File: src/rtl/ysyx_041461_if_stage.sv
// Instruction-fetch stage: owns the fetch PC, issues one doubleword fetch at a
// time and presents {valid, trap, inst, pc} to the ID pipeline register.
module ysyx_041461_if_stage #(
  parameter logic [63:0] RESET_PC       = 64'h0000_0000_3000_0000,
  parameter logic [3:0]  TRAP_NOP       = 4'd0,
  parameter logic [3:0]  TRAP_IMISALIGN = 4'd1,
  parameter logic [3:0]  TRAP_IFAULT    = 4'd2
) (
  input  logic        clk,
  input  logic        rst,
  input  logic        redirect_valid,
  input  logic [63:0] redirect_pc,
  input  logic        id_ready,
  output logic        imem_req_valid,
  output logic [63:0] imem_req_addr,
  input  logic        imem_req_ready,
  input  logic        imem_resp_valid,
  input  logic [63:0] imem_resp_data,
  input  logic        imem_resp_err,
  output logic        if_valid,
  output logic [3:0]  if_trap,
  output logic [31:0] if_inst,
  output logic [63:0] if_pc
);

  typedef enum logic [1:0] {
    StReq,
    StWait,
    StHold,
    StDrop
  } state_e;

  state_e      state_q;
  logic [63:0] pc_q;
  logic        misaligned;
  logic        handshake;

  // Request is issued only from REQ with a word-aligned PC; squashed during reset.
  always_comb begin
    misaligned     = (pc_q[1:0] != 2'b00);
    imem_req_valid = (state_q == StReq) && !misaligned && !rst;
    imem_req_addr  = {pc_q[63:3], 3'b000};
    handshake      = imem_req_valid && imem_req_ready;
  end

  // Fetch FSM with registered ID-facing outputs; redirect wins in every state.
  always_ff @(posedge clk or posedge rst) begin
    if (rst) begin
      state_q  <= StReq;
      pc_q     <= RESET_PC;
      if_valid <= 1'b0;
      if_trap  <= TRAP_NOP;
      if_inst  <= 32'd0;
      if_pc    <= RESET_PC;
    end else begin
      unique case (state_q)
        StReq: begin
          if (redirect_valid) begin
            pc_q    <= redirect_pc;
            // An accepted request still owes us a response that must be dropped.
            state_q <= handshake ? StDrop : StReq;
          end else if (misaligned) begin
            state_q  <= StHold;
            if_valid <= 1'b1;
            if_trap  <= TRAP_IMISALIGN;
            if_inst  <= 32'd0;
            if_pc    <= pc_q;
          end else if (handshake) begin
            state_q <= StWait;
          end
        end
        StWait: begin
          if (redirect_valid) begin
            pc_q    <= redirect_pc;
            state_q <= imem_resp_valid ? StReq : StDrop;
          end else if (imem_resp_valid) begin
            state_q  <= StHold;
            if_valid <= 1'b1;
            if_pc    <= pc_q;
            if (imem_resp_err) begin
              if_trap <= TRAP_IFAULT;
              if_inst <= 32'd0;
            end else begin
              if_trap <= TRAP_NOP;
              if_inst <= pc_q[2] ? imem_resp_data[63:32] : imem_resp_data[31:0];
            end
          end
        end
        StHold: begin
          if (redirect_valid) begin
            pc_q     <= redirect_pc;
            if_valid <= 1'b0;
            state_q  <= StReq;
          end else if (id_ready) begin
            pc_q     <= pc_q + 64'd4;
            if_valid <= 1'b0;
            state_q  <= StReq;
          end
        end
        StDrop: begin
          if (redirect_valid) begin
            pc_q <= redirect_pc;
          end
          if (imem_resp_valid) begin
            state_q <= StReq;
          end
        end
        default: state_q <= StReq;
      endcase
    end
  end

endmodule

File: config.mk
export PLATFORM = sky130hd
export DESIGN_NAME = ysyx_041461_if_stage
export DESIGN_NICKNAME = d
export VERILOG_FILES = /design/src/rtl/ysyx_041461_if_stage.sv
export SDC_FILE = /design/constraint.sdc
export NUM_CORES = 1
export LEC_CHECK = 0
export ABC_AREA = 1
export CAP_MARGIN = 30
export CORE_UTILIZATION = 52
export CTS_CLUSTER_SIZE = 25
export DETAILED_ROUTE_END_ITERATION = 6
export GPL_ROUTABILITY_DRIVEN = 0
export MAX_ROUTING_LAYER = met4
export PLACE_DENSITY_LB_ADDON = 0.05
export SLEW_MARGIN = 10
export SYNTH_ARGS = -nofsm -noshare
export SYNTH_HDL_FRONTEND = slang
export SYNTH_SLANG_ARGS = --single-unit
File: constraint.sdc
create_clock -name clk -period 9.4 [get_ports clk]
set_input_delay 0.94 -clock clk [delete_from_list [all_inputs] [get_ports clk]]
set_output_delay 0.94 -clock clk [all_outputs]
set_load 0.1 [all_outputs]
==> results of run 1 <==
## layer usage
layer / vias up / share of wire, %
met5: - / 0
met4: 0 / 3.4
met3: 82 / 8.0
met2: 489 / 48
met1: 4606 / 40
li1: 4713 / -
## power breakdown
group / leakage (uW) / total (uW) / switching [uW] / internal (uW)
clock: 0.000327 / 827 / 301 / 526
combinational: 0.00367 / 3160 / 2430 / 728
sequential: 0.00202 / 1190 / 238 / 955
## per-stage QoR
stage               setup WS (ns)  std cells  hold slack, ns  utilization (%)  total power (uW)
floorplan                   4.005       1358          0.4707                -              3634
finish                      5.698       1812          0.4666            71.77              5181
global placement            5.566       1771          0.4593            66.58              4245
detailed placement          5.486       1780          0.4595            67.87              4344
CTS                         5.704       1810          0.4710            71.51              5173
global route                5.650       1812          0.4852            71.77              5374
## critical path, delay by kind of cell
kind	cells	cell delay [ns]
buf+inv	2	1.65
simple gates	1	0.17
## flip-flops by register name, summed over array words and instances, names as in the netlist
signal    count
if_trap       2
state_q       2
if_pc        64
if_inst      32
if_valid      1
pc_q         64
## cell families (layout without fill, tap and decap cells)
family	after synthesis	after routing	synth area share, %
other	1	5	0.03772
XOR/XNOR	8	8	0.7049
buffers and inverters	228	448	12.07
multiplexers	32	32	3.222
AND/OR/NAND/NOR	728	728	31.10
adder cells (fa/ha/maj)	1	1	0.1258
AO/OA/AOI/OAI	191	191	11.15
flip-flops	165	165	41.59
## Yosys cell counts (2+ instances only)
| cell type | instances | area share (%) |
|---|---|---|
| o21ai_0 | 78 | 3.9 |
| buf_2 | 23 | 1.2 |
| inv_1 | 98 | 3.7 |
| dfrtp_1 | 161 | 41 |
| mux2i_1 | 32 | 3.2 |
| nand2_2 | 16 | 1.0 |
| buf_6 | 6 | 0.68 |
| xor2_1 | 8 | 0.70 |
| o31ai_2 | 3 | 0.38 |
| o21ai_1 | 19 | 0.96 |
| clkbuf_1 | 19 | 0.72 |
| buf_4 | 72 | 5.4 |
| dfstp_2 | 4 | 1.1 |
| nor4_1 | 3 | 0.19 |
| nor2_8 | 2 | 0.40 |
| nor2_1 | 177 | 6.7 |
| a21oi_1 | 29 | 1.5 |
| o31ai_1 | 33 | 2.5 |
| nor2_4 | 10 | 1.1 |
| nand2_1 | 416 | 16 |
| o21bai_1 | 6 | 0.45 |
| inv_2 | 9 | 0.34 |
| nor2_2 | 21 | 1.3 |
| nand3_1 | 57 | 2.9 |
| nor3_1 | 8 | 0.40 |
| o22ai_1 | 21 | 1.3 |
| nand4_1 | 12 | 0.76 |
## final cells by class
type / count / area [um2] / share of cell area [%]
inverters: 107 / 406.6 / 3.029
clock inverters: 11 / 249.0 / 1.855
flip-flops and latches: 165 / 4135 / 30.80
repair buffers: 311 / 3278 / 24.42
multi-input cells: 965 / 4629 / 34.49
clock buffers: 19 / 432.9 / 3.225
well taps: 234 / 292.8 / 2.181
## path summary, 6_finish.rpt
path                                   startpoint                 endpoint  cells past startpoint
setup / recovery                              rst           imem_req_valid                      3
hold / removal              if_pc[29]$_DFFE_PP1P_    if_pc[29]$_DFFE_PP1P_                      2
setup reg to reg           state_q[1]$_DFFE_PP0P_    if_pc[43]$_DFFE_PP0P_                      9
hold reg to reg             if_pc[29]$_DFFE_PP1P_    if_pc[29]$_DFFE_PP1P_                      2
max in group asynchronous                     rst    if_pc[28]$_DFFE_PP1P_                      4
min in group asynchronous                     rst  if_inst[26]$_DFFE_PP0P_                      2
==> results.sh, run 1 <==
export IMPL_drtAntennaViolNets=0
export IMPL_antenna_found_initial=0
export IMPL_layout_common_cells="415 x nand2_1, 295 x clkdlybuf4s50_1, 177 x nor2_1"
export IMPL_grt_overflow_total=0
export IMPL_vias=9890
export IMPL_synth_top_flop_cell="dfrtp_1"
export IMPL_grt_pass1_vias=9470
export IMPL_max_freq_mhz=270.1
export IMPL_cts_htree_levels=4
export IMPL_synth_async_reset_ratio_pct=100.0
export IMPL_fin_skew_ns=0.009388
export IMPL_holdCritPathClass="reg -> reg"
export IMPL_ys_seq_elements=165
export IMPL_cpPeakStageDelay_ns=1.15
export IMPL_setup_tns_ns=0
export IMPL_post_cts_setup_buffer_count=0
export IMPL_track_usage_pct=34.20
export IMPL_portBuffers=295
export IMPL_met3_usage_pct=6.291
export IMPL_final_common_cell="nand2_1"
export IMPL_min_period_over_period_pct=39.39
export IMPL_cts_tree="done"
export IMPL_relSlewSlack_pct=31.49
export IMPL_fin_area_um2=13420
export IMPL_areaGrowthSynthToFinish_pct=35.04
export IMPL_grt_util_met2_pct=56.66
export IMPL_numCtsBuffers=17
export IMPL_required_ns=8.46
export IMPL_drc=0
export IMPL_worst_path_max_fanout=3
export IMPL_syn_area_um2=9941
export IMPL_diodes=0
export IMPL_die_area_um2=19670
export IMPL_finalSetupViolCount=0
export IMPL_cts_hold_buffers_added=0
export IMPL_die_x_um=140.3
export IMPL_rows=50
export IMPL_coreArea_um2=18710
export IMPL_drt_pre_antenna_iters=6
export IMPL_routedWlPerCell_um=17.77
export IMPL_total_leakage_power_uw=0.006016
export IMPL_drv_cap=0
export IMPL_synth_distinct_cells=38
export IMPL_ys_warn_count=0
export IMPL_worstMarginPinSlew_ns=1.024
export IMPL_n_fill_cell=1562
export IMPL_cpMostUsedCell="clkdlybuf4s50_1"
export IMPL_endpoint_kind="output port"
export IMPL_clk_latency_ns=0.44
export IMPL_ios=301
export IMPL_status="completed"
export IMPL_cts_sinks=165
export IMPL_grt_pass1_wl_mm=50.46
export IMPL_synth_edf_count=0
export IMPL_synth_cells=1354
export IMPL_crit_arrival_ns=2.76
export IMPL_post_cts_resize_count=0
export IMPL_start_util_pct=53.14
export IMPL_root_buffer="clkbuf_16"
export IMPL_r2r_setup_slack_ns=6.47
export IMPL_grt_max_degree=97
export IMPL_path_class="in -> out"
export IMPL_final_min_clock_period_ns=3.702
export IMPL_clk_pin_slew_ns=0.06
export IMPL_place_hpwl_mm=23.93
export IMPL_slowest_stage="clkdlybuf4s50_1"
export IMPL_dr_first_iter_drc_count=767
export IMPL_startpoint_type="input pin"
export IMPL_fp_dieH_um=140.3
export IMPL_rsz0062_at_grt="no"
export IMPL_powerDensity_nw_per_um2=385.9
export IMPL_path_cells="clkdlybuf4s50_1, nor2_1, clkdlybuf4s50_1"
export IMPL_drv_slew=0
export IMPL_hold_violations=0
export IMPL_clockBufferDepth=2
export IMPL_ys_seq_area_share_pct=41.59
export IMPL_gr_usage_met1_pct=40.98
export IMPL_drive_above_1_share_pct=7.414
export IMPL_place_area_um2=12690
export IMPL_final_nets=1703
export IMPL_worst_ir_drop_vdd_v=0.0003605
export IMPL_busiest_layer="met2"
export IMPL_syn_area_per_cell_um2=7.342
export IMPL_avgViaCountPerCell=5.458
export IMPL_wirelength_mm=32.20
(Power assumes the default switching activity.)
==> run 2, diff against run 1 <==
Settings changed: CORE_UTILIZATION 52 to 48.
Clock period 9.4 ns to 3.59 ns, I/O delays scaled along.
==> results.sh, run 2 (synthesis results as in run 1) <==
export IMPL_final_nets=1707
export IMPL_endpoint_kind="output port"
export IMPL_fin_skew_ns=0.01182
export IMPL_clockBufferDepth=2
export IMPL_setup_ws_ns=0.9958
export IMPL_grt_max_degree=76
export IMPL_grt_pass1_wl_mm=50.57
export IMPL_r2r_end="if_inst[30]$_DFFE_PP0P_"
export IMPL_hold_violations=0
export IMPL_crit_family="buffers and inverters"
export IMPL_rsz0062_at_grt="no"
export IMPL_final_cells=1855
export IMPL_vias=9714
export IMPL_max_freq_mhz=385.5
export IMPL_avgViaCountPerCell=5.237
export IMPL_cpPeakStageDelay_ns=1.19
export IMPL_pre_cts_ws_ns=0.6453
export IMPL_drv_slew=0
export IMPL_drtAntennaViolNets=0
export IMPL_layout_common_cells="415 x nand2_1, 294 x clkdlybuf4s50_1, 177 x nor2_1"
export IMPL_portBuffers=295
export IMPL_status="completed"
export IMPL_top_regs="if_pc (64), pc_q (64), if_inst (32)"
export IMPL_crit_arrival_ns=2.24
export IMPL_n_fill_cell=1837
export IMPL_r2r_setup_slack_ns=1.38
export IMPL_rr_worst_depth=8
export IMPL_wirelength_mm=32.45
export IMPL_post_cts_setup_buffer_count=0
export IMPL_start_util_pct=48.97
export IMPL_placed_cells=1819
export IMPL_root_buffer="clkbuf_16"
export IMPL_cts_tree="done"
export IMPL_holdCritPathClass="in -> async"
export IMPL_numCtsBuffers=17
export IMPL_drt_pre_antenna_iters=7
export IMPL_min_period_over_period_pct=72.26
export IMPL_place_hpwl_mm=24.86
export IMPL_rr_startpoint="state_q[1]$_DFFE_PP0P_"
export IMPL_setup_tns_ns=0
export IMPL_rows=52
export IMPL_track_usage_pct=31.62
export IMPL_wl_met1_mm=13.42
export IMPL_grt_pass1_vias=9205
export IMPL_path_cells="clkdlybuf4s50_1"
export IMPL_cts_sinks=165
export IMPL_antenna_found_initial=1
export IMPL_die_area_um2=21290
export IMPL_final_min_clock_period_ns=2.594
export IMPL_total_leakage_power_uw=0.005990
export IMPL_worst_path_max_fanout=6
export IMPL_finalSetupViolCount=0
export IMPL_routedWlPerCell_um=17.49
export IMPL_fp_dieH_um=145.9
export IMPL_top_layer="met4"
export IMPL_worstMarginPinSlew_ns=1.037
export IMPL_cts_hold_buffers_added=0
export IMPL_power_total_uw=13210
export IMPL_drc=0
export IMPL_drive_above_1_share_pct=7.955
export IMPL_drv_cap=0
export IMPL_final_common_cell="nand2_1"
export IMPL_cts_htree_levels=4
export IMPL_ios=301
export IMPL_worst_path_buf_inv=1
export IMPL_clk_latency_ns=0.43
export IMPL_crit_start="pc_q[28]$_DFFE_PP1P_"
export IMPL_path_class="reg -> out"
export IMPL_clk_pin_slew_ns=0.07
export IMPL_areaGrowthSynthToFinish_pct=34.84
export IMPL_powerDensity_nw_per_um2=985.3
export IMPL_worst_ir_drop_vdd_v=0.0007739
export IMPL_post_cts_resize_count=0
export IMPL_die_x_um=145.9
export IMPL_dr_first_iter_drc_count=789
export IMPL_startpoint_type="register"
export IMPL_grt_overflow_total=0
export IMPL_slowest_stage="clkdlybuf4s50_1"
export IMPL_met3_length_mm=2.418
export IMPL_routed_wl_met2_mm=15.56
export IMPL_coreArea_um2=20300
export IMPL_relSlewSlack_pct=30.65
export IMPL_required_ns=3.23
==> run 2: changes by cell type in the layout (fill, tap and decap cells not counted), sizes merged <==
cell and delta:
clkbuf -1, buf +5, inv +4, clkinvlp +2
clkdlybuf4s50 -1, diode +1, bufinv -6, clkinv +3
==> run 2: routing by layer <==
metal / vias up / GRT usage [%]
met5: - / -
met2: 442 / 51.60
met4: 0 / 11.68
met1: 4492 / 39.46
li1: 4722 / -
met3: 58 / 5.204
==> run 2: layout make-up <==
type,count,area (um2),area share [%]
Tap cell,270,337.8,2.520
Multi-Input combinational cell,965,4629,34.54
Clock inverter,14,138.9,1.036
Timing Repair Buffer,315,3316,24.74
Clock buffer,18,439.2,3.276
Inverter,107,405.4,3.024
Sequential cell,165,4135,30.85
Antenna cell,1,2.502,0.01867
==> run 2: power breakdown <==
group | internal (uW) | switching (uW) | leakage (uW)
combinational | 1900 | 6340 | 0.00368
clock | 995 | 836 | 0.000282
sequential | 2500 | 633 | 0.00202
total | 5390 | 7810 | 0.00599
==> run 2: per-stage QoR <==
stage / utilization (%) / area (um2) / hold WS (ns)
after floorplan: - / 9960 / 0.4707
after global placement: 61.99 / 12580 / 0.4566
after detailed placement: 62.84 / 12760 / 0.4601
after CTS: 65.69 / 13330 / 0.3541
after global routing: 66.03 / 13400 / 0.3895
final: 66.03 / 13400 / 0.3451
==> run 2: how the worst max path moves through the flow <==
stage               depth (start not counted)  slack [ns]                endpoint
floorplan                                   1        1.14  if_inst[0]$_DFFE_PP0P_
global route                                1        0.95       imem_req_addr[28]
global placement                            8        0.71    pc_q[37]$_DFFE_PP0P_
finish                                      1         1.0       imem_req_addr[28]
detailed placement                          8        0.65    pc_q[45]$_DFFE_PP0P_
CTS                                         1        0.98       imem_req_addr[28]
==> run 3, diff against run 2 <==
Clock period 3.59 ns to 2.72 ns, I/O delays scaled along.
==> results.sh, run 3 (synthesis results as in run 1) <==
export IMPL_status="completed"
export IMPL_wirelength_mm=32.45
export IMPL_fin_skew_ns=0.01113
export IMPL_p_comb_share_pct=61.5
export IMPL_root_buffer="clkbuf_16"
export IMPL_grt_max_degree=69
export IMPL_post_cts_resize_count=0
export IMPL_cpPeakStageDelay_ns=0.46
export IMPL_fp_dieH_um=145.9
export IMPL_cts_tree="done"
export IMPL_clk_latency_ns=0.43
export IMPL_r2r_end="pc_q[56]$_DFFE_PP0P_"
export IMPL_grt_overflow_total=0
export IMPL_rr_startpoint="pc_q[2]$_DFFE_PP0P_"
export IMPL_place_hpwl_mm=24.71
export IMPL_pre_cts_ws_ns=0.3624
export IMPL_areaGrowthSynthToFinish_pct=29.45
export IMPL_final_nets=1706
export IMPL_rows=52
export IMPL_post_cts_setup_buffer_count=0
export IMPL_min_period_over_period_pct=77.26
export IMPL_crit_arrival_ns=2.42
export IMPL_slowest_stage="dfrtp_2"
export IMPL_grt_pass1_wl_mm=50.51
export IMPL_hold_violations=0
export IMPL_grt_pass1_vias=9047
export IMPL_clk_pin_slew_ns=0.07
export IMPL_rr_worst_depth=10
export IMPL_clockBufferDepth=2
export IMPL_multi_input_area_um2=4629
export IMPL_portBuffers=295
export IMPL_start_util_pct=48.97
export IMPL_switching_share_pct=60.64
export IMPL_track_usage_pct=31.62
export IMPL_drtAntennaViolNets=0
export IMPL_cts_sinks=165
export IMPL_drc=0
export IMPL_setup_tns_ns=0
export IMPL_die_x_um=145.9
export IMPL_fin_util_pct=63.39
export IMPL_worstMarginPinSlew_ns=0.7519
export IMPL_seqPwrFrac_pct=24.4
export IMPL_startpoint_type="register"
export IMPL_avgViaCountPerCell=5.225
export IMPL_routedWlPerCell_um=17.50
export IMPL_layout_common_cells="415 x nand2_1, 177 x nor2_1, 172 x buf_4"
export IMPL_required_ns=3.04
export IMPL_p_int_uw=6685
export IMPL_drv_slew=0
export IMPL_worst_path_max_fanout=5
export IMPL_cts_htree_levels=4
export IMPL_die_area_um2=21290
export IMPL_n_fill_cell=1911
export IMPL_relSlewSlack_pct=49.77
export IMPL_ios=301
export IMPL_drv_cap=0
export IMPL_final_common_cell="nand2_1"
export IMPL_coreArea_um2=20300
export IMPL_top_regs="if_pc (64), pc_q (64), if_inst (32)"
export IMPL_worst_ir_drop_vdd_v=0.0009495
export IMPL_numCtsBuffers=17
export IMPL_cts_hold_buffers_added=0
export IMPL_endpoint_kind="register"
export IMPL_drt_pre_antenna_iters=5
export IMPL_antenna_found_initial=1
export IMPL_path_cells="ha_1, nand3_2, nor2_2, nand3_1, nor2_1, nand3_1, nand2_1, nand3_1, nand2_1, nand2_1"
export IMPL_r2r_setup_slack_ns=0.62
export IMPL_register_area_um2=4135
export IMPL_finalSetupViolCount=0
export IMPL_powerDensity_nw_per_um2=1320
export IMPL_p_clk_share_pct=14.1
export IMPL_dr_first_iter_drc_count=605
export IMPL_power_net_switching_uw=10300
export IMPL_vias=9688
export IMPL_rsz0062_at_grt="no"
export IMPL_final_min_clock_period_ns=2.101
export IMPL_setup_ws_ns=0.6186
export IMPL_drive_above_1_share_pct=18.00
export IMPL_max_freq_mhz=475.9
export IMPL_total_leakage_power_uw=0.006133
export IMPL_path_class="reg -> reg"
export IMPL_holdCritPathClass="in -> async"
[run 3: layout make-up]
type	count	area share [%]
antenna	1	0.01945
timing repair buffer	314	21.70
multi-input combinational	965	35.97
inverter	107	3.150
clock inverter	15	1.089
sequential	165	32.13
tap	270	2.625
clock buffer	17	3.306
[run 3: per-layer routing]
layer	vias up	part of all wire, %	GRT usage, %
li1	4724	-	-
met1	4475	42	40.08
met2	412	47	49.71
met3	77	7.3	6.082
met4	0	3.4	12.79
met5	-	0	-
[run 3: worst max-delay path by stage]
stage / start / end / slack, ns / depth (start not counted)
final: pc_q[2]$_DFFE_PP0P_ / pc_q[56]$_DFFE_PP0P_ / 0.62 / 10
after global routing: state_q[1]$_DFFE_PP0P_ / if_pc[46]$_DFFE_PP0P_ / 0.53 / 8
after CTS: pc_q[2]$_DFFE_PP0P_ / pc_q[56]$_DFFE_PP0P_ / 0.63 / 10
after detailed placement: redirect_valid / pc_q[27]$_DFFE_PP0P_ / 0.36 / 7
after global placement: redirect_valid / pc_q[27]$_DFFE_PP0P_ / 0.38 / 7
after floorplan: rst / if_inst[0]$_DFFE_PP0P_ / 0.35 / 1
[run 3: through the flow]
step	hold WS, ns	total power [uW]	std cells	instance area [um2]
floorplan	0.3930	12560	1358	9960
global placement	0.4560	14520	1820	12280
detailed placement	0.4593	14600	1820	12280
CTS	0.3829	17000	1852	12850
global route	0.4357	17680	1854	12870
finish	0.3763	16980	1854	12870
[run 3: power by group through the flow]
| stage | combinational [uW] | clock (uW) | sequential (uW) |
|---|---|---|---|
| 2_1_floorplan | 4660 | 0 | 7900 |
| 3_3_place_gp | 10400 | 0 | 4150 |
| 3_5_place_dp | 10400 | 0 | 4160 |
| 4_1_cts | 10500 | 2420 | 4130 |
| 5_1_grt | 10900 | 2520 | 4250 |
| 6_report | 10500 | 2390 | 4140 |
[run 3: critical path, delay by kind of cell (launching register included)]
family	cells	cell delay [ns]
DFF	1	0.46
and+or+nand+nor	9	1.27
adders and majority gates	1	0.27
